[config.mk]
export PLATFORM = sky130hd
export DESIGN_NAME = mem_stage_flat
export DESIGN_NICKNAME = d
export VERILOG_FILES = /design/src/rtl/mem_stage_if.sv /design/src/rtl/mem_stage.sv /design/src/flat_wrapper.sv
export SDC_FILE = /design/constraint.sdc
export NUM_CORES = 1
export LEC_CHECK = 0
export BUFFER_PORTS_ARGS = -buffer_cell sky130_fd_sc_hd__clkbuf_2
export CORE_AREA = 3 3 109 111
export CTS_CLUSTER_SIZE = 40
export DETAILED_ROUTE_END_ITERATION = 16
export DIE_AREA = 0 0 112 114
export GPL_ROUTABILITY_DRIVEN = 0
export PLACE_DENSITY = 0.81
export SLEW_MARGIN = 20
export SYNTH_ARGS = -nofsm -noshare
export SYNTH_HDL_FRONTEND = slang
export SYNTH_SLANG_ARGS = --single-unit
[constraint.sdc]
create_clock -name clk -period 2.8 [get_ports clk]
set_clock_uncertainty 0.2 [all_clocks]
set_input_delay 0.14 -clock clk [delete_from_list [all_inputs] [get_ports clk]]
set_output_delay 0.14 -clock clk [all_outputs]
set_load 0.005 [all_outputs]
[src/rtl/mem_stage_if.sv]
// Data-memory port of the MEM stage: request/acknowledge handshake with
// word address, byte enables, write data and returned read data.
interface mem_stage_if;
  logic        dm_req;
  logic        dm_we;
  logic [31:0] dm_addr;
  logic [3:0]  dm_be;
  logic [31:0] dm_wdata;
  logic        dm_ack;
  logic [31:0] dm_rdata;

  // Pipeline side issues requests and consumes the response.
  modport master (
    output dm_req,
    output dm_we,
    output dm_addr,
    output dm_be,
    output dm_wdata,
    input  dm_ack,
    input  dm_rdata
  );

  // Memory side accepts requests and returns the response.
  modport slave (
    input  dm_req,
    input  dm_we,
    input  dm_addr,
    input  dm_be,
    input  dm_wdata,
    output dm_ack,
    output dm_rdata
  );
endinterface

[src/rtl/mem_stage.sv]
// RV32I MEM stage: byte/half/word loads and stores over a variable-latency
// req/ack data-memory port, load extension, MEM/WB register, upstream stall
// while an access is outstanding, and abort after TIMEOUT busy cycles.
module mem_stage #(
  parameter int unsigned TIMEOUT = 200,
  parameter int unsigned CNT_W   = 8
) (
  input  logic        clk,
  input  logic        rst_n,
  input  logic [31:0] EXE_PCtoReg,
  input  logic [31:0] EXE_ALUout,
  input  logic [31:0] EXE_rs2data,
  input  logic [4:0]  EXE_rdaddr,
  input  logic [2:0]  EXE_Funct3,
  input  logic        EXE_rdsrc,
  input  logic        EXE_MemRead,
  input  logic        EXE_MemWrite,
  input  logic        EXE_MemtoReg,
  input  logic        EXE_RegWrite,
  mem_stage_if.master dm,
  output logic [31:0] MEM_rddata,
  output logic        MEM_stall,
  output logic [31:0] WB_rddata,
  output logic [4:0]  WB_rdaddr,
  output logic        WB_RegWrite,
  output logic        MEM_misalign,
  output logic        MEM_buserr
);

  typedef enum logic {IDLE, BUSY} state_t;

  state_t           state, state_nx;
  logic [CNT_W-1:0] cnt, cnt_nx;

  logic        mem_op;
  logic        is_store;
  logic        is_load;
  logic [1:0]  ofs;
  logic [1:0]  size;
  logic        misalign;
  logic        misalign_evt;
  logic        access;

  logic        req_int;
  logic        stall_int;
  logic        abort;

  logic [31:0] ld_shift;
  logic [31:0] ld_val;

  logic [31:0] wb_data_nx;
  logic [4:0]  wb_rd_nx;
  logic        wb_rw_nx;

  // Decode of the access: both MemRead and MemWrite set is handled as a store.
  always_comb begin
    mem_op   = EXE_MemRead | EXE_MemWrite;
    is_store = EXE_MemWrite;
    is_load  = EXE_MemRead & ~EXE_MemWrite;
    ofs      = EXE_ALUout[1:0];
    size     = EXE_Funct3[1:0];
    misalign = mem_op & (((size == 2'b01) & ofs[0]) |
                         (size[1] & (ofs != 2'b00)));
    access   = mem_op & ~misalign;
    misalign_evt = misalign & (state == IDLE);
  end

  // Forwarding value seen by earlier stages.
  always_comb begin
    MEM_rddata = EXE_rdsrc ? EXE_PCtoReg : EXE_ALUout;
  end

  // Memory bus fields derived directly from the frozen EXE inputs.
  always_comb begin
    dm.dm_we   = EXE_MemWrite;
    dm.dm_addr = {EXE_ALUout[31:2], 2'b00};
    dm.dm_be   = '0;
    if (mem_op) begin
      case (size)
        2'b00:   dm.dm_be = 4'b0001 << ofs;
        2'b01:   dm.dm_be = 4'b0011 << ofs;
        default: dm.dm_be = 4'b1111;
      endcase
    end
    case (size)
      2'b00:   dm.dm_wdata = {4{EXE_rs2data[7:0]}};
      2'b01:   dm.dm_wdata = {2{EXE_rs2data[15:0]}};
      default: dm.dm_wdata = EXE_rs2data;
    endcase
  end

  // Load lane extraction; word accesses are aligned so the shift is zero.
  always_comb begin
    ld_shift = dm.dm_rdata >> {ofs, 3'b000};
    case (size)
      2'b00:   ld_val = {{24{ld_shift[7]  & ~EXE_Funct3[2]}}, ld_shift[7:0]};
      2'b01:   ld_val = {{16{ld_shift[15] & ~EXE_Funct3[2]}}, ld_shift[15:0]};
      default: ld_val = ld_shift;
    endcase
  end

  // Access FSM: next state, wait counter, request/stall/abort decisions.
  always_comb begin
    state_nx  = state;
    cnt_nx    = cnt;
    req_int   = 1'b0;
    stall_int = 1'b0;
    abort     = 1'b0;
    case (state)
      IDLE: begin
        if (access) begin
          req_int = 1'b1;
          if (!dm.dm_ack) begin
            stall_int = 1'b1;
            state_nx  = BUSY;
            cnt_nx    = CNT_W'(1);
          end
        end
      end
      BUSY: begin
        if (dm.dm_ack) begin
          req_int  = 1'b1;
          state_nx = IDLE;
          cnt_nx   = '0;
        end else if (cnt == CNT_W'(TIMEOUT)) begin
          abort    = 1'b1;
          state_nx = IDLE;
          cnt_nx   = '0;
        end else begin
          req_int   = 1'b1;
          stall_int = 1'b1;
          cnt_nx    = cnt + CNT_W'(1);
        end
      end
      default: begin
        state_nx = IDLE;
        cnt_nx   = '0;
      end
    endcase
  end

  // Request and stall are masked while reset is held so an abandoned
  // access cannot keep the bus or the pipeline busy.
  always_comb begin
    dm.dm_req = req_int & rst_n;
    MEM_stall = stall_int & rst_n;
  end

  // MEM/WB next value: bubble on stall, abort or misalign; stores never write.
  // Load data is chosen by MemtoReg, qualified by a pure load.
  always_comb begin
    wb_data_nx = '0;
    wb_rd_nx   = '0;
    wb_rw_nx   = 1'b0;
    if (!stall_int && !abort && !misalign_evt) begin
      wb_data_nx = (is_load && EXE_MemtoReg) ? ld_val : MEM_rddata;
      wb_rd_nx   = EXE_rdaddr;
      wb_rw_nx   = EXE_RegWrite & ~is_store;
    end
  end

  // FSM state and wait counter.
  always_ff @(posedge clk or negedge rst_n) begin
    if (!rst_n) begin
      state <= IDLE;
      cnt   <= '0;
    end else begin
      state <= state_nx;
      cnt   <= cnt_nx;
    end
  end

  // MEM/WB pipeline register and one-cycle error pulses.
  always_ff @(posedge clk or negedge rst_n) begin
    if (!rst_n) begin
      WB_rddata    <= '0;
      WB_rdaddr    <= '0;
      WB_RegWrite  <= 1'b0;
      MEM_misalign <= 1'b0;
      MEM_buserr   <= 1'b0;
    end else begin
      WB_rddata    <= wb_data_nx;
      WB_rdaddr    <= wb_rd_nx;
      WB_RegWrite  <= wb_rw_nx;
      MEM_misalign <= misalign_evt;
      MEM_buserr   <= abort;
    end
  end

endmodule

[src/flat_wrapper.sv]
// flat-port wrapper written by rule: the top's interface ports become plain ports
module mem_stage_flat 
#(
  parameter int unsigned TIMEOUT = 200,
  parameter int unsigned CNT_W   = 8
)
  (clk, rst_n, EXE_PCtoReg, EXE_ALUout, EXE_rs2data, EXE_rdaddr, EXE_Funct3, EXE_rdsrc, EXE_MemRead, EXE_MemWrite, EXE_MemtoReg, EXE_RegWrite, MEM_rddata, MEM_stall, WB_rddata, WB_rdaddr, WB_RegWrite, MEM_misalign, MEM_buserr, dm_dm_req, dm_dm_we, dm_dm_addr, dm_dm_be, dm_dm_wdata, dm_dm_ack, dm_dm_rdata);
  mem_stage_if dm_i ();
  input  logic clk;
  input  logic rst_n;
  input  logic [31:0] EXE_PCtoReg;
  input  logic [31:0] EXE_ALUout;
  input  logic [31:0] EXE_rs2data;
  input  logic [4:0] EXE_rdaddr;
  input  logic [2:0] EXE_Funct3;
  input  logic EXE_rdsrc;
  input  logic EXE_MemRead;
  input  logic EXE_MemWrite;
  input  logic EXE_MemtoReg;
  input  logic EXE_RegWrite;
  output logic [31:0] MEM_rddata;
  output logic MEM_stall;
  output logic [31:0] WB_rddata;
  output logic [4:0] WB_rdaddr;
  output logic WB_RegWrite;
  output logic MEM_misalign;
  output logic MEM_buserr;
  output wire logic [$bits(dm_i.dm_req)-1:0] dm_dm_req;
  output wire logic [$bits(dm_i.dm_we)-1:0] dm_dm_we;
  output wire logic [$bits(dm_i.dm_addr)-1:0] dm_dm_addr;
  output wire logic [$bits(dm_i.dm_be)-1:0] dm_dm_be;
  output wire logic [$bits(dm_i.dm_wdata)-1:0] dm_dm_wdata;
  input wire logic [$bits(dm_i.dm_ack)-1:0] dm_dm_ack;
  input wire logic [$bits(dm_i.dm_rdata)-1:0] dm_dm_rdata;
  assign dm_dm_req = dm_i.dm_req;
  assign dm_dm_we = dm_i.dm_we;
  assign dm_dm_addr = dm_i.dm_addr;
  assign dm_dm_be = dm_i.dm_be;
  assign dm_dm_wdata = dm_i.dm_wdata;
  assign dm_i.dm_ack = dm_dm_ack;
  assign dm_i.dm_rdata = dm_dm_rdata;
  mem_stage #(.TIMEOUT(TIMEOUT), .CNT_W(CNT_W)) u_core (.clk(clk), .rst_n(rst_n), .EXE_PCtoReg(EXE_PCtoReg), .EXE_ALUout(EXE_ALUout), .EXE_rs2data(EXE_rs2data), .EXE_rdaddr(EXE_rdaddr), .EXE_Funct3(EXE_Funct3), .EXE_rdsrc(EXE_rdsrc), .EXE_MemRead(EXE_MemRead), .EXE_MemWrite(EXE_MemWrite), .EXE_MemtoReg(EXE_MemtoReg), .EXE_RegWrite(EXE_RegWrite), .dm(dm_i), .MEM_rddata(MEM_rddata), .MEM_stall(MEM_stall), .WB_rddata(WB_rddata), .WB_rdaddr(WB_rdaddr), .WB_RegWrite(WB_RegWrite), .MEM_misalign(MEM_misalign), .MEM_buserr(MEM_buserr));
endmodule
Word level (Yosys, flattened, before mapping)
Index checks and enable logic that the tools add are counted.
{"block": "op_classes", "reduce_logical": 9, "n_shift": 3, "n_eq_ne": 4, "n_addsub": 1, "mux": 25, "bitwise_logic": 17}
{"operator": "one-hot mux 32 bit (2 select lines)", "n": 2}
{"operator": "2-to-1 mux 32 bit", "n": 3}
{"operator": "2-to-1 mux 8 bit", "n": 4}
{"operator": ">> shifter 32 x 5 -> 32 bit", "n": 1}
{"operator": "one-hot mux 8 bit (2 select lines)", "n": 1}
{"operator": "AND 1 bit", "n": 11}
{"operator": "2-to-1 mux 1 bit", "n": 10}
{"operator": "adder 8 x 1 -> 8 bit (second input constant)", "n": 1}
{"operator": "== test 8 bit (second input constant)", "n": 1}
{"operator": "one-hot mux 4 bit (2 select lines)", "n": 1}
{"operator": "2-to-1 mux 5 bit", "n": 1}
{"operator": "2-to-1 mux 4 bit", "n": 1}
{"operator": "inverter 1 bit", "n": 4}
{"operator": "one-hot mux 1 bit (2 select lines)", "n": 2}
{"operator": "<< shifter 1 x 2 -> 4 bit (first input constant)", "n": 1}
{"operator": "<< shifter 2 x 2 -> 4 bit (first input constant)", "n": 1}
{"operator": "logical AND 1 bit", "n": 3}
{"operator": "zero test 1 bit", "n": 3}
{"operator": "== test 2 x 1 -> 1 bit (second input constant)", "n": 1}
{"operator": "zero test 2 bit", "n": 1}
{"operator": "inequality test 2 x 1 -> 1 bit (second input constant)", "n": 1}
{"operator": "inequality test 2 bit (second input constant)", "n": 1}
{"operator": "bitwise OR 1 bit", "n": 2}
{"operator": "AND reduction 2 bit", "n": 1}
{"operator": "nonzero test 2 bit", "n": 1}
{"block": "word_totals", "wordCells": 66, "regBits": 49, "output_inout_bits": 143, "input_bits": 144}

Logic depth before layout (Yosys ltp)
Gate-level depths: netlist of run 1.
{"block": "logic_depth", "depth_word": 12, "depth_mapped": 7, "ltp_nobuf": 6}

Worst setup path before layout of run 1
OpenSTA, ideal clock, no wires.
{"block": "synth_timing", "kind": "flip-flop to flip-flop", "from": "reg u_core.state", "to": "reg u_core.WB_rddata[7]", "path_stages_with_launch": 7, "setup_time_ns": 0.150, "path_slack_ns": 0.986, "t_required_ns": 2.450, "synth_period_minus_slack_ns": 1.814, "path_buffers": 3, "t_arrival_ns": 1.464, "path_cell_list": "dfrtp_1 -> clkbuf_1 -> and2_1 -> a311oi_1 -> buf_2 -> buf_2 -> a211oi_1"}
{"block": "synth_between", "elab_chain_len": 6, "elab_cells_between_ends": 10, "cone_classes": "3 x mux; 2 x bitwise; 5 x reduce/logical"}
{"element": "start: declaration", "line_no": "mem_stage.sv:32", "source": "state_t state, state_nx;"}
{"element": "start signal: assignment", "line_no": "mem_stage.sv:168", "source": "state <= state_nx;"}
{"element": "inverter 1 bit", "line_no": "mem_stage.sv:65, mem_stage.sv:109"}
{"element": "one-hot mux 1 bit (2 select lines)", "line_no": "mem_stage.sv:109", "source": "case (state)"}
{"element": "zero test 1 bit", "line_no": "mem_stage.sv:155", "source": "if (!stall_int && !abort && !misalign_evt) begin"}
{"element": "logical AND 1 bit", "line_no": "mem_stage.sv:155"}
{"element": "logical AND 1 bit *", "line_no": "mem_stage.sv:155"}
{"element": "2-to-1 mux 32 bit *", "line_no": "mem_stage.sv:155"}
{"element": "via u_core.wb_data_nx[7]", "line_no": "mem_stage.sv:51", "source": "logic [31:0] wb_data_nx;"}
{"element": "end signal: assignment", "line_no": "mem_stage.sv:182", "source": "WB_rddata <= wb_data_nx;"}
{"element": "end: declaration", "line_no": "mem_stage.sv:23", "source": "output logic [31:0] WB_rddata,"}
Mark *: on every way through the listed nets, which the timed path passes. The rest lies on a longest branch.
A chain may end at the register's enable or synchronous reset.

Worst setup path after layout of run 1
{"block": "layout_timing", "from": "in dm_dm_ack", "to": "reg u_core.WB_RegWrite"}
{"block": "layout_between", "elab_chain_len": 7, "elab_cells_between_ends": 11, "cone_classes": "7 x mux; 4 x reduce/logical"}
{"element": "start: declaration", "line_no": "flat_wrapper.sv:33", "source": "input wire logic [$bits(dm_i.dm_ack)-1:0] dm_dm_ack;"}
{"element": "2-to-1 mux 1 bit", "line_no": "mem_stage.sv:113", "source": "if (!dm.dm_ack) begin"}
{"element": "2-to-1 mux 1 bit", "line_no": "mem_stage.sv:111", "source": "if (access) begin"}
{"element": "one-hot mux 1 bit (2 select lines)", "line_no": "mem_stage.sv:109"}
{"element": "zero test 1 bit", "line_no": "mem_stage.sv:155"}
{"element": "logical AND 1 bit * (2 in a row)", "line_no": "mem_stage.sv:155"}
{"element": "2-to-1 mux 1 bit *", "line_no": "mem_stage.sv:155"}
{"element": "via u_core.wb_rw_nx", "line_no": "mem_stage.sv:53", "source": "logic wb_rw_nx;"}
{"element": "end signal: assignment", "line_no": "mem_stage.sv:184", "source": "WB_RegWrite <= wb_rw_nx;"}
{"element": "end: declaration", "line_no": "mem_stage.sv:25", "source": "output logic WB_RegWrite,"}
Marked as above.

==> impl_results.md, run 1 <==
* Status: finished, final reports clean
* Setup TNS at 0 ns
* MaxCap Viol Count at 0
* Fillcell total at 1073
* First-pass GRT wire length at 20.8 mm
* Cells along the critical path: dlygate4sd3_1, clkbuf_2, and2_1, a311oi_4, nor3b_1, dlygate4sd3_1
* Logic gate share of total power at 0.366
* Cell Area, Placed at around 0.0051 mm2
* HPWL after DPL at 11.4 mm
* Min Tclk post-route at 2.21 ns
* Number of global-route vias before repair at 4011
* Compound-cell area share of the yosys netlist at 0.171
* Crit. End Element: flip-flop
* Multiplexer share of the synthesized area at 0.233
* DR vias/cell at 5.03
* PnR worst setup slack at 0.589 ns
* Critical path's most frequent cell: dlygate4sd3_1
* # diodes at 0
* Pre-Repair DR Iteration Count at 4
* Post-route cell area at roughly 0.0053 mm2
* Drt drc at 0
* Int Pwr at 0.00132 W
* NetSw at 0.000634 W
* Critical Path AT at 2.19 ns
* Routed WL per cell at 17.5 um
* Share of layout cells above drive strength 1 at 0.564
* Die footprint at 0.0128 mm2
* Clock share of power at 0.224
* Pwr/cell area at 371 mW/mm2
* Slew margin rel. at 0.454
* Worst-Margin Slew at 0.819 ns
* TritonCTS Buffers at 5
* Final Cycle Share at 0.790
* Post-synthesis sequential area ratio at 0.320
* Slew Limit Fails at 0
* Type of origin of the critical path: primary input
* Post-Syn Area per Cell at approximately 9.4 um2
* Layout overhead on the synthesized area at 37.8%
* Peak VDD IR at 0.000229 V
* Num rows at 38
* Final setup fails at 0
* Bufs and invs on worst path at 3
* Synth warn at 0
* Leak at 2.89 nW
* Synth Area in Simple Gates at 0.129
* CP Max Fanout at 8
* Adder-cell share of the synthesized area at 0.00654
* Crit-path max cell delay at 0.57 ns
* Routed WL at 13.9 mm
* Tot GR Track Use at 0.205
* Max Freq at about 450 MHz
* XOR/XNOR share of the synthesized area at 0.00458
* CTS tree: yes
* Sequential cell area at between 0.001 and 0.0015 mm2
* Cts hold-fix bufs at 11
* Pin count of the biggest net entering global routing at 48
* Post_cts resized at 0
* Mapped Area at ~0.0038 mm2
* Clock Sinks at 49
* Die X at about 110 um
* Total grt overflow at 0
* Crit-path leading delay family: buffers and inverters
* Post-CTS Setup Bufs at 0
* Clock Tree Root: clkbuf_8
* Critical path class: in -> reg
* RSZ-0062 raised after global routing: false
* Total number of vias at 3983
* Skew-Pair Late Insertion Delay at 0.29 ns
* Async SR Flop Fraction at 1.00
* Initial Util at 0.352
* Core region area at 0.0109 mm2
* Ports at 287
* Post-synth EDFFs at 0
* Final hold vios at 0
* CTS HTree Levels at 2
* Initial antenna violation count at 0
* Synth Flop Type: dfrtp_1
* HP Class: in -> reg
* Place WS at slightly above 0.7 ns
* IO buf count at 284
* Routed Antenna Nets at 0
* Gate Count Post-Synth at around 410
* Die Y-Extent at 114 um
* Longest Clk Path Bufs at 2
* Area of the multi-input gates at 0.00211 mm2
* Yosys reg bits at 49
* Yosys cell types at between 40 and 50
* Clk pin slew, worst setup/hold paths at 0.09 ns
* Sw frac at 0.324
* Slowest CP cell: dlygate4sd3_1
* Critical Path RT at 2.78 ns
* Largest family of logic cells by synthesized area: multiplexers
* Fin nets at 798
* Reg power frac at 0.410
* Initial DRC count at about 190
[power groups by stage]
stage | clock network (W) | registers, W | logic (W)
4_1_cts | 0.000453 | 0.000803 | 0.000728
3_3_place_gp | 0 | 0.000815 | 0.000701
3_5_place_dp | 0 | 0.000817 | 0.000714
2_1_floorplan | 0 | 0.000817 | 0.000376
5_1_grt | 0.000473 | 0.000811 | 0.000793
6_report | 0.000438 | 0.000803 | 0.000717
[sequential cells by signal (all words and copies together) (netlist names)]
signal and count:
u_core.MEM_buserr 1, u_core.MEM_misalign 1, u_core.WB_RegWrite 1, u_core.WB_rdaddr 5
u_core.WB_rddata 32, u_core.cnt 8, u_core.state 1
[synthesized netlist by cell type, types with 4 or more instances]
master | n | share of area
a21o_1 | 4 | 0.0078
a21oi_1 | 12 | 0.016
a221oi_1 | 8 | 0.018
a22oi_1 | 16 | 0.031
buf_1 | 4 | 0.0039
buf_2 | 7 | 0.0091
buf_4 | 45 | 0.088
clkbuf_1 | 10 | 0.0098
dfrtp_1 | 49 | 0.32
inv_1 | 13 | 0.013
mux2_2 | 42 | 0.12
mux2i_1 | 24 | 0.063
mux4_2 | 8 | 0.047
nand2_1 | 58 | 0.057
nor2_1 | 12 | 0.012
nor2b_1 | 8 | 0.013
o21ai_0 | 21 | 0.027
o21ai_2 | 10 | 0.023
o2bb2ai_1 | 9 | 0.021
[worst reg2reg max path, cell delays in order, from the launching register on]
cell,delay [ns]
dfrtp_1,0.48
and2_1,0.23
a311oi_4,0.50
nor3b_1,0.09
dlygate4sd3_1,0.57
[layer usage]
metal / part of all wire / GRT usage / wire length (um)
met1: 0.37 / 0.233 / 5100
met2: 0.55 / 0.391 / 7580
met3: 0.064 / 0.0371 / 887
met4: 0.021 / 0.0569 / 293
met5: 0 / 0 / 0
[layout make-up]
class,instances,share of cell area
clock buffers,6,0.0157
clock inverters,1,0.00142
inverters,13,0.00925
multi-input cells,277,0.400
flip-flops and latches,49,0.232
well taps,140,0.0332
repair buffers,306,0.308
[path summary, 6_finish.rpt]
| kind | startpoint | to | slack, ns | cells past startpoint |
|---|---|---|---|---|
| worst max-delay path | dm_dm_ack | u_core.WB_RegWrite | 0.59 | 6 |
| min in group asynchronous | rst_n | u_core.cnt[6] | 0.31 | 3 |
| max in group asynchronous | rst_n | u_core.WB_rddata[1] | 1.66 | 3 |
| worst max register to register | u_core.state | u_core.WB_RegWrite | 0.62 | 4 |
| worst min-delay path | dm_dm_rdata[24] | u_core.WB_rddata[24] | 0.02 | 3 |
| worst min register to register | u_core.cnt[7] | u_core.cnt[7] | 0.32 | 1 |
[cells by family after synthesis]
kind of cell / after synthesis
and+or+nand+nor: 103
AOI/OAI and AO/OA: 94
buffers and inverters: 83
muxes: 74
DFF: 49
adders and majority gates: 2
xor gates and xnor gates: 2
other: 1
[through the flow]
step	instances	total power [W]	util	hold WS, ns
after floorplan	409	0.00119	-	-0.356
after global placement	774	0.00152	0.466	-0.247
after detailed placement	774	0.00153	0.466	-0.247
after CTS	792	0.00198	0.484	0.00116
after global routing	792	0.00208	0.484	0.0229
final	792	0.00196	0.484	0.0166
[layout by cell type, fill, tap and decap left out, drive strengths merged, types with 3 or more instances in the layout]
master,netlist,layout
a21o,4,4
a21oi,12,12
a221oi,8,8
a22oi,16,16
buf,58,11
clkbuf,12,290
dfrtp,49,49
dlygate4sd3,0,11
inv,13,13
mux2,42,42
mux2i,24,24
mux4,8,8
nand2,58,58
nand2b,3,3
nand3,3,3
nand3b,3,3
nor2,12,12
nor2b,8,8
nor3,4,4
nor3b,3,3
o21ai,32,32
o2bb2ai,9,9
or2,3,3
Note: power is estimated with default switching activity, not from simulation.
==> run 2, diff against run 1 <==
--- a/config.mk
+++ b/config.mk
@@ -5,13 +5,14 @@
 export SDC_FILE = /design/constraint.sdc
 export NUM_CORES = 1
 export LEC_CHECK = 0
+export ABC_AREA = 1
 export BUFFER_PORTS_ARGS = -buffer_cell sky130_fd_sc_hd__clkbuf_2
-export CORE_AREA = 3 3 109 111
+export CORE_AREA = 3 3 110 112
 export CTS_CLUSTER_SIZE = 40
 export DETAILED_ROUTE_END_ITERATION = 16
-export DIE_AREA = 0 0 112 114
+export DIE_AREA = 0 0 113 115
 export GPL_ROUTABILITY_DRIVEN = 0
-export PLACE_DENSITY = 0.81
+export PLACE_DENSITY = 0.83
 export SLEW_MARGIN = 20
 export SYNTH_ARGS = -nofsm -noshare
 export SYNTH_HDL_FRONTEND = slang
==> constraint.sdc (replaced) <==
create_clock -name clk -period 2.1 [get_ports clk]
set_clock_uncertainty 0.2 [all_clocks]
set_input_delay 0.105 -clock clk [delete_from_list [all_inputs] [get_ports clk]]
set_output_delay 0.105 -clock clk [all_outputs]
set_load 0.005 [all_outputs]
==> run 2 against run 1 <==
Effect of this change:
- clock power grew 76%
- first-iteration DRC count rose by 21%
- via count rose by 24%
- cell area is 7.3% higher
- global-route usage grew 3.0 points
- non-clock buffer count up 9
- critical path depth grew 1
- register-to-register slack got worse by 0.17 ns
- core utilization grew 1.6 points
- wire length grew 15%
- setup slack worse by 0.50 ns
- critical endpoint is now MEM_stall
- highest routed layer unchanged
==> impl_results.md, run 2 <==
* Clk pin slew, worst setup/hold paths at 0.07 ns
* Final setup fails at 0
* Top Registers: u_core.WB_rddata: 32 flops, u_core.cnt: 8 flops, u_core.WB_rdaddr: 5 flops
* Critical path class: in -> out
* Worst-Margin Slew at around 0.63 ns
* Min Tclk post-route at 2.01 ns
* Synth top area share at 0.296
* Gate Count Post-Synth at 614
* Post-synthesis sequential area ratio at 0.296
* Post-synth top cells: nand2_1, inv_1, o21ai_0
* Leak at between 3 and 4 nW
* Longest Clk Path Bufs at 2
* HPWL after DPL at 13.1 mm
* Total number of vias at 4931
* # diodes at 0
* Routed Antenna Nets at 0
* Pre-Repair DR Iteration Count at 5
* M1 GR Usage at 0.289
* Die Y-Extent at 115 um
* Post-CTS Setup Bufs at 0
* Total Power at 0.00297 W
* Clock Tree Root: clkbuf_16
* Clock Sinks at 49
* TritonCTS Buffers at 5
* Cell with the most instances after synthesis: nand2_1
* Post-route cell area at around 0.0057 mm2
* Crit. End Element: output pin
* Drt drc at 0
* Share of layout cells above drive strength 1 at 0.409
* Leading cell type in the layout, fill and taps excluded: clkbuf_2
* GR Util met3 at 0.0384
* Type of origin of the critical path: primary input
* CTS HTree Levels at 2
* Final Cycle Share at 0.957
* Critical Path AT at 1.70 ns
* Slew Limit Fails at 0
* Initial DRC count at 228
* Number of global-route vias before repair at 4775
* Fillcell total at approximately 1200
* Pwr/cell area at 524 mW/mm2
* Die X at 113 um
* Max reg flops at 32
* Synth warn at 0
* Reg2reg setup slack at 0.45 ns
* Num rows at 39
* IO buf count at 284
* Core region area at 0.0113 mm2
* Total grt overflow at 0
* Most flops, register: u_core.WB_rddata
* CTS tree: yes
* Cell Area, Placed at 0.00540 mm2
* Yosys cell types at 39
* Routed WL per cell at roughly 16 um
* Area leader, netlist: dfrtp_1
* Max Freq at around 500 MHz
* MaxCap Viol Count at 0
* Mapped Area at 0.00414 mm2
* Critical Path RT at 1.79 ns
* Grt met2 use at 0.418
* Layout overhead on the synthesized area at 36.7%
* Synth Flop Type: dfrtp_1
* HP Class: in -> reg
* Initial antenna violation count at 0
* Commonest non-fill, non-tap cells in the layout: clkbuf_2, nand2_1, inv_1, o21ai_0, dfrtp_1
* Initial Util at 0.366
* Final hold vios at 0
* Ports at 287
* DR vias/cell at just under 5
* Area contributors post-synth: dfrtp_1, nand2_1, buf_4, o21ai_0, inv_1
* Routed WL at between 15 and 20 mm
* Tot GR Track Use at 0.235
* Peak VDD IR at 0.000368 V
* Post-Syn Area per Cell at between 6 and 7 um2
* Setup TNS at 0 ns
* Post-synth EDFFs at 0
* CP Max Fanout at 8
* Pin count of the biggest net entering global routing at 33
* Fin nets at 1006
* Status: finished, final reports clean
* Grt peak-use layer: met2
* Skew-Pair Late Insertion Delay at 0.28 ns
* First-pass GRT wire length at 24.2 mm
* Die footprint at between 0.01 and 0.015 mm2
* Async SR Flop Fraction at 1.00
* Final core occ at 0.500
* Slew margin rel. at 0.582
* Yosys reg bits at slightly below 50
* Hold slack at 0.00275 ns
run 2: changes by cell type in the layout (fill, tap and decap cells not counted), sizes merged, moves of 9 or more:
| cell | delta |
|---|---|
| nor2 | +34 |
| nand2 | +123 |
| mux2i | -24 |
| o2bb2ai | -9 |
| a22oi | -16 |
| a21oi | +25 |
| o21ai | +21 |
| inv | +48 |
| o211ai | +23 |
| nand4 | +23 |
| nand3 | +19 |
| mux2 | -29 |
run 2: power by group:
| part | switching, W | leakage, nW | internal [W] |
|---|---|---|---|
| sequential | 0.0000592 | 0.639 | 0.00105 |
| clock | 0.000345 | 0.0655 | 0.000427 |
| combinational | 0.000613 | 2.63 | 0.000476 |
run 2: area by class of cell:
| class | instances | area (um2) | area share |
|---|---|---|---|
| well taps | 143 | 179 | 0.0316 |
| clock buffers | 5 | 125 | 0.0221 |
| repair buffers | 315 | 1710 | 0.302 |
| inverters | 63 | 238 | 0.0420 |
| multi-input cells | 426 | 2180 | 0.385 |
| clock inverters | 1 | 5.00 | 0.000884 |
| flip-flops and latches | 49 | 1230 | 0.217 |
run 2: per-stage QoR:
stage	worst slack, ns	std cells
CTS	0.0484	1002
floorplan	0.691	615
global route	-0.00573	1002
detailed placement	0.277	984
finish	0.0901	1002
global placement	0.363	984
run 2: what timing repair did:
| item | CTS | global route |
|---|---|---|
| hold buffers | 12 | 0 |
| hold endpoints to repair | 59 | 0 |
| endpoints found under the setup margin | 0 | 8 |
| resized for setup | 0 | 2 |
run 2: kinds of logic (layout without fill, tap and decap cells):
| group | after synthesis | in the layout | synth area share |
|---|---|---|---|
| compound gates | 124 | 124 | 0.172 |
| xor+xnor | 2 | 2 | 0.00423 |
| fa+ha+maj | 2 | 2 | 0.00604 |
| buf+inv | 140 | 384 | 0.181 |
| flops | 49 | 49 | 0.296 |
| mux | 13 | 13 | 0.0354 |
| other cells | 1 | 2 | 0.000906 |
| simple gates | 283 | 283 | 0.304 |
run 2: worst max-delay path: stages:
cell and delay [ns]:
dlygate4sd3_1 0.53, clkbuf_2 0.12, clkinv_1 0.17, nand4_2 0.26, o21ai_2 0.26, and2_1 0.15
clkbuf_2 0.10
run 2: path summary, 6_finish.rpt:
path / from / to / cells past startpoint
max reg2reg: u_core.state / u_core.WB_rddata[4] / 5
max: dm_dm_ack / MEM_stall / 7
min reg2reg: u_core.cnt[7] / u_core.cnt[7] / 2
min in group asynchronous: rst_n / u_core.cnt[3] / 2
max in group asynchronous: rst_n / u_core.WB_rdaddr[3] / 3
min: EXE_ALUout[29] / u_core.WB_rddata[29] / 5
run 2: per-layer routing:
metal / routed length (um) / share of wire
met5: 0 / 0
met4: 448 / 0.028
met3: 1110 / 0.069
met2: 8190 / 0.51
met1: 6230 / 0.39
==> run 3, diff against run 2 <==
--- a/config.mk
+++ b/config.mk
@@ -13,6 +13,7 @@
 export DIE_AREA = 0 0 113 115
 export GPL_ROUTABILITY_DRIVEN = 0
 export PLACE_DENSITY = 0.83
+export REMOVE_ABC_BUFFERS = 1
 export SLEW_MARGIN = 20
 export SYNTH_ARGS = -nofsm -noshare
 export SYNTH_HDL_FRONTEND = slang
==> run 3 against run 2 <==
Effect of this change:
- the flow now finishes with violations (negative hold slack)
- largest power group unchanged
- clock power increased by 19%
- non-clock buffer count increased by 1
- via count increased by 0.75%
==> impl_results.md, run 3 (synthesized netlist as in run 2, its figures left out) <==
* Status: finished, violations left
* Failing checks: negative hold slack
* RSZ-0062 raised after global routing: true
* CTS tree: yes
* Total number of vias at 4968
* Layout overhead on the synthesized area at 37.7%
* Max reg flops at 32
* IO buf count at 284
* Critical Path RT at 1.79 ns
* Pre-Repair DR Iteration Count at 4
* CTS HTree Levels at 2
* Reg2reg end: u_core.WB_rddata[4]
* Die Y-Extent at ~120 um
* Sw frac at 0.327
* Final hold vios at 1
* Worst setup path start: EXE_MemWrite
* Drt drc at 0
* Die footprint at 0.0130 mm2
* Hold slack at -0.00695 ns
* Routed WL at 15.6 mm
* Leading cell type in the layout, fill and taps excluded: clkbuf_2
* Crit. End Element: output pin
* Final core occ at 0.503
* Routed WL per cell at 15.5 um
* MaxCap Viol Count at 0
* Share of layout cells above drive strength 1 at 0.411
* Max Freq at 499 MHz
* Die X at 113 um
* First-pass GRT wire length at 23.6 mm
* Commonest non-fill, non-tap cells in the layout: clkbuf_2, nand2_1, inv_1, o21ai_0, dfrtp_1
* DR vias/cell at 4.94
* WHS Path Cells at 5
* Number of global-route vias before repair at 4615
* Top Registers: u_core.WB_rddata: 32 flops, u_core.cnt: 8 flops, u_core.WB_rdaddr: 5 flops
* Logic gate share of total power at 0.349
* Initial DRC count at 187
* Pin count of the biggest net entering global routing at 50
* Worst-Margin Slew at 0.639 ns
* Most flops, register: u_core.WB_rddata
* Int Pwr at 0.00209 W
* HP Class: in -> reg
* Min Tclk post-route at 2.01 ns
* Tot GR Track Use at 0.228
* Clock Sinks at 49
* NetSw at 0.00101 W
* CP Max Fanout at 6
* Hold path endpoint: u_core.WB_rddata[4]
* Final Cycle Share at 0.955
* PnR worst setup slack at 0.0941 ns
* Peak VDD IR at between 0.0003 and 0.0004 V
* Worst hold start: dm_dm_rdata[4]
* Leak at 3.35 nW
* Type of origin of the critical path: primary input
* Fin nets at 1007
* RR Startpoint: u_core.state
* Initial Util at 0.366
* Skew-Pair Late Insertion Delay at approximately 0.28 ns
* Routed Antenna Nets at 0
* Longest Clk Path Bufs at 2
* Clock Tree Root: clkbuf_16
* Reg2reg path depth at 5
* Ports at 287
* Critical path class: in -> out
* Post-Layout Cell Count at 1005
* HPWL after DPL at 12.7 mm
* Critical Path AT at 1.70 ns
* Num rows at 39
* Total grt overflow at 0
* Pwr/cell area at about 540 mW/mm2
* Place WS at 0.259 ns
* Clock share of power at 0.296
* Inst Count DP at 984
* Slew Limit Fails at 0
* Core region area at about 0.011 mm2
* Final setup fails at 0
* # diodes at 0
* Total Power at 0.00310 W
* Clk pin slew, worst setup/hold paths at 0.07 ns
* Reg power frac at 0.355
* Reg2reg setup slack at between 0.3 and 0.4 ns
* Initial antenna violation count at 0
* TritonCTS Buffers at 5
* Slew margin rel. at 0.574
## run 3: final cells by class
cell class                 instances  area (um2)
tap                              143         179
clock buffer                       6         129
inverter                          63         238
sequential                        49        1230
clock inverter                     2        38.8
timing repair buffer             316        1710
fill                            1168        5620
multi-input combinational        426        2180
## run 3: timing repair
action	4_1_cts	5_1_grt
endpoints found under the setup margin	0	6
hold endpoints to repair	59	0
gates resized for setup	0	4
buffers inserted	0	0
hold buffers	13	0
## run 3: metal layers
metal  wire, um  track usage  vias up
met5          0            0        -
met4        244       0.0545        0
met3       1310       0.0511       20
met2       8260        0.432      216
met1       5780        0.259     2274
li1           -            -     2458
## run 3: worst max path at each step
stage | end | slack (ns) | depth (start not counted)
after detailed placement | u_core.WB_RegWrite | 0.26 | 9
final | MEM_stall | 0.09 | 8
after CTS | MEM_stall | 0.05 | 7
after global routing | u_core.WB_rddata[9] | -0.009 | 11
after floorplan | u_core.WB_rddata[10] | 0.39 | 9
after global placement | u_core.WB_RegWrite | 0.35 | 9
## run 3: critical path, cell delays in order
cell and delay [ns]:
dlygate4sd3_1 0.53, clkbuf_2 0.17, nor2_4 0.08, inv_1 0.10, nand4_2 0.21, o21ai_2 0.25
and2_1 0.15, clkbuf_2 0.10
## run 3: power by group through the flow
stage | clock network, W | registers (W) | logic, W
after floorplan | 0 | 0.00112 | 0.000429
after global placement | 0 | 0.00112 | 0.00105
after detailed placement | 0 | 0.00112 | 0.00107
after CTS | 0.000940 | 0.00110 | 0.00109
after global routing | 0.000974 | 0.00111 | 0.00121
final | 0.000919 | 0.00110 | 0.00108
## run 3: metrics by stage
step / TNS [ns] / area, um2
floorplan: 0 / 3630
global placement: 0 / 5390
detailed placement: 0 / 5390
CTS: 0 / 5680
global route: -0.00872 / 5700
finish: 0 / 5700
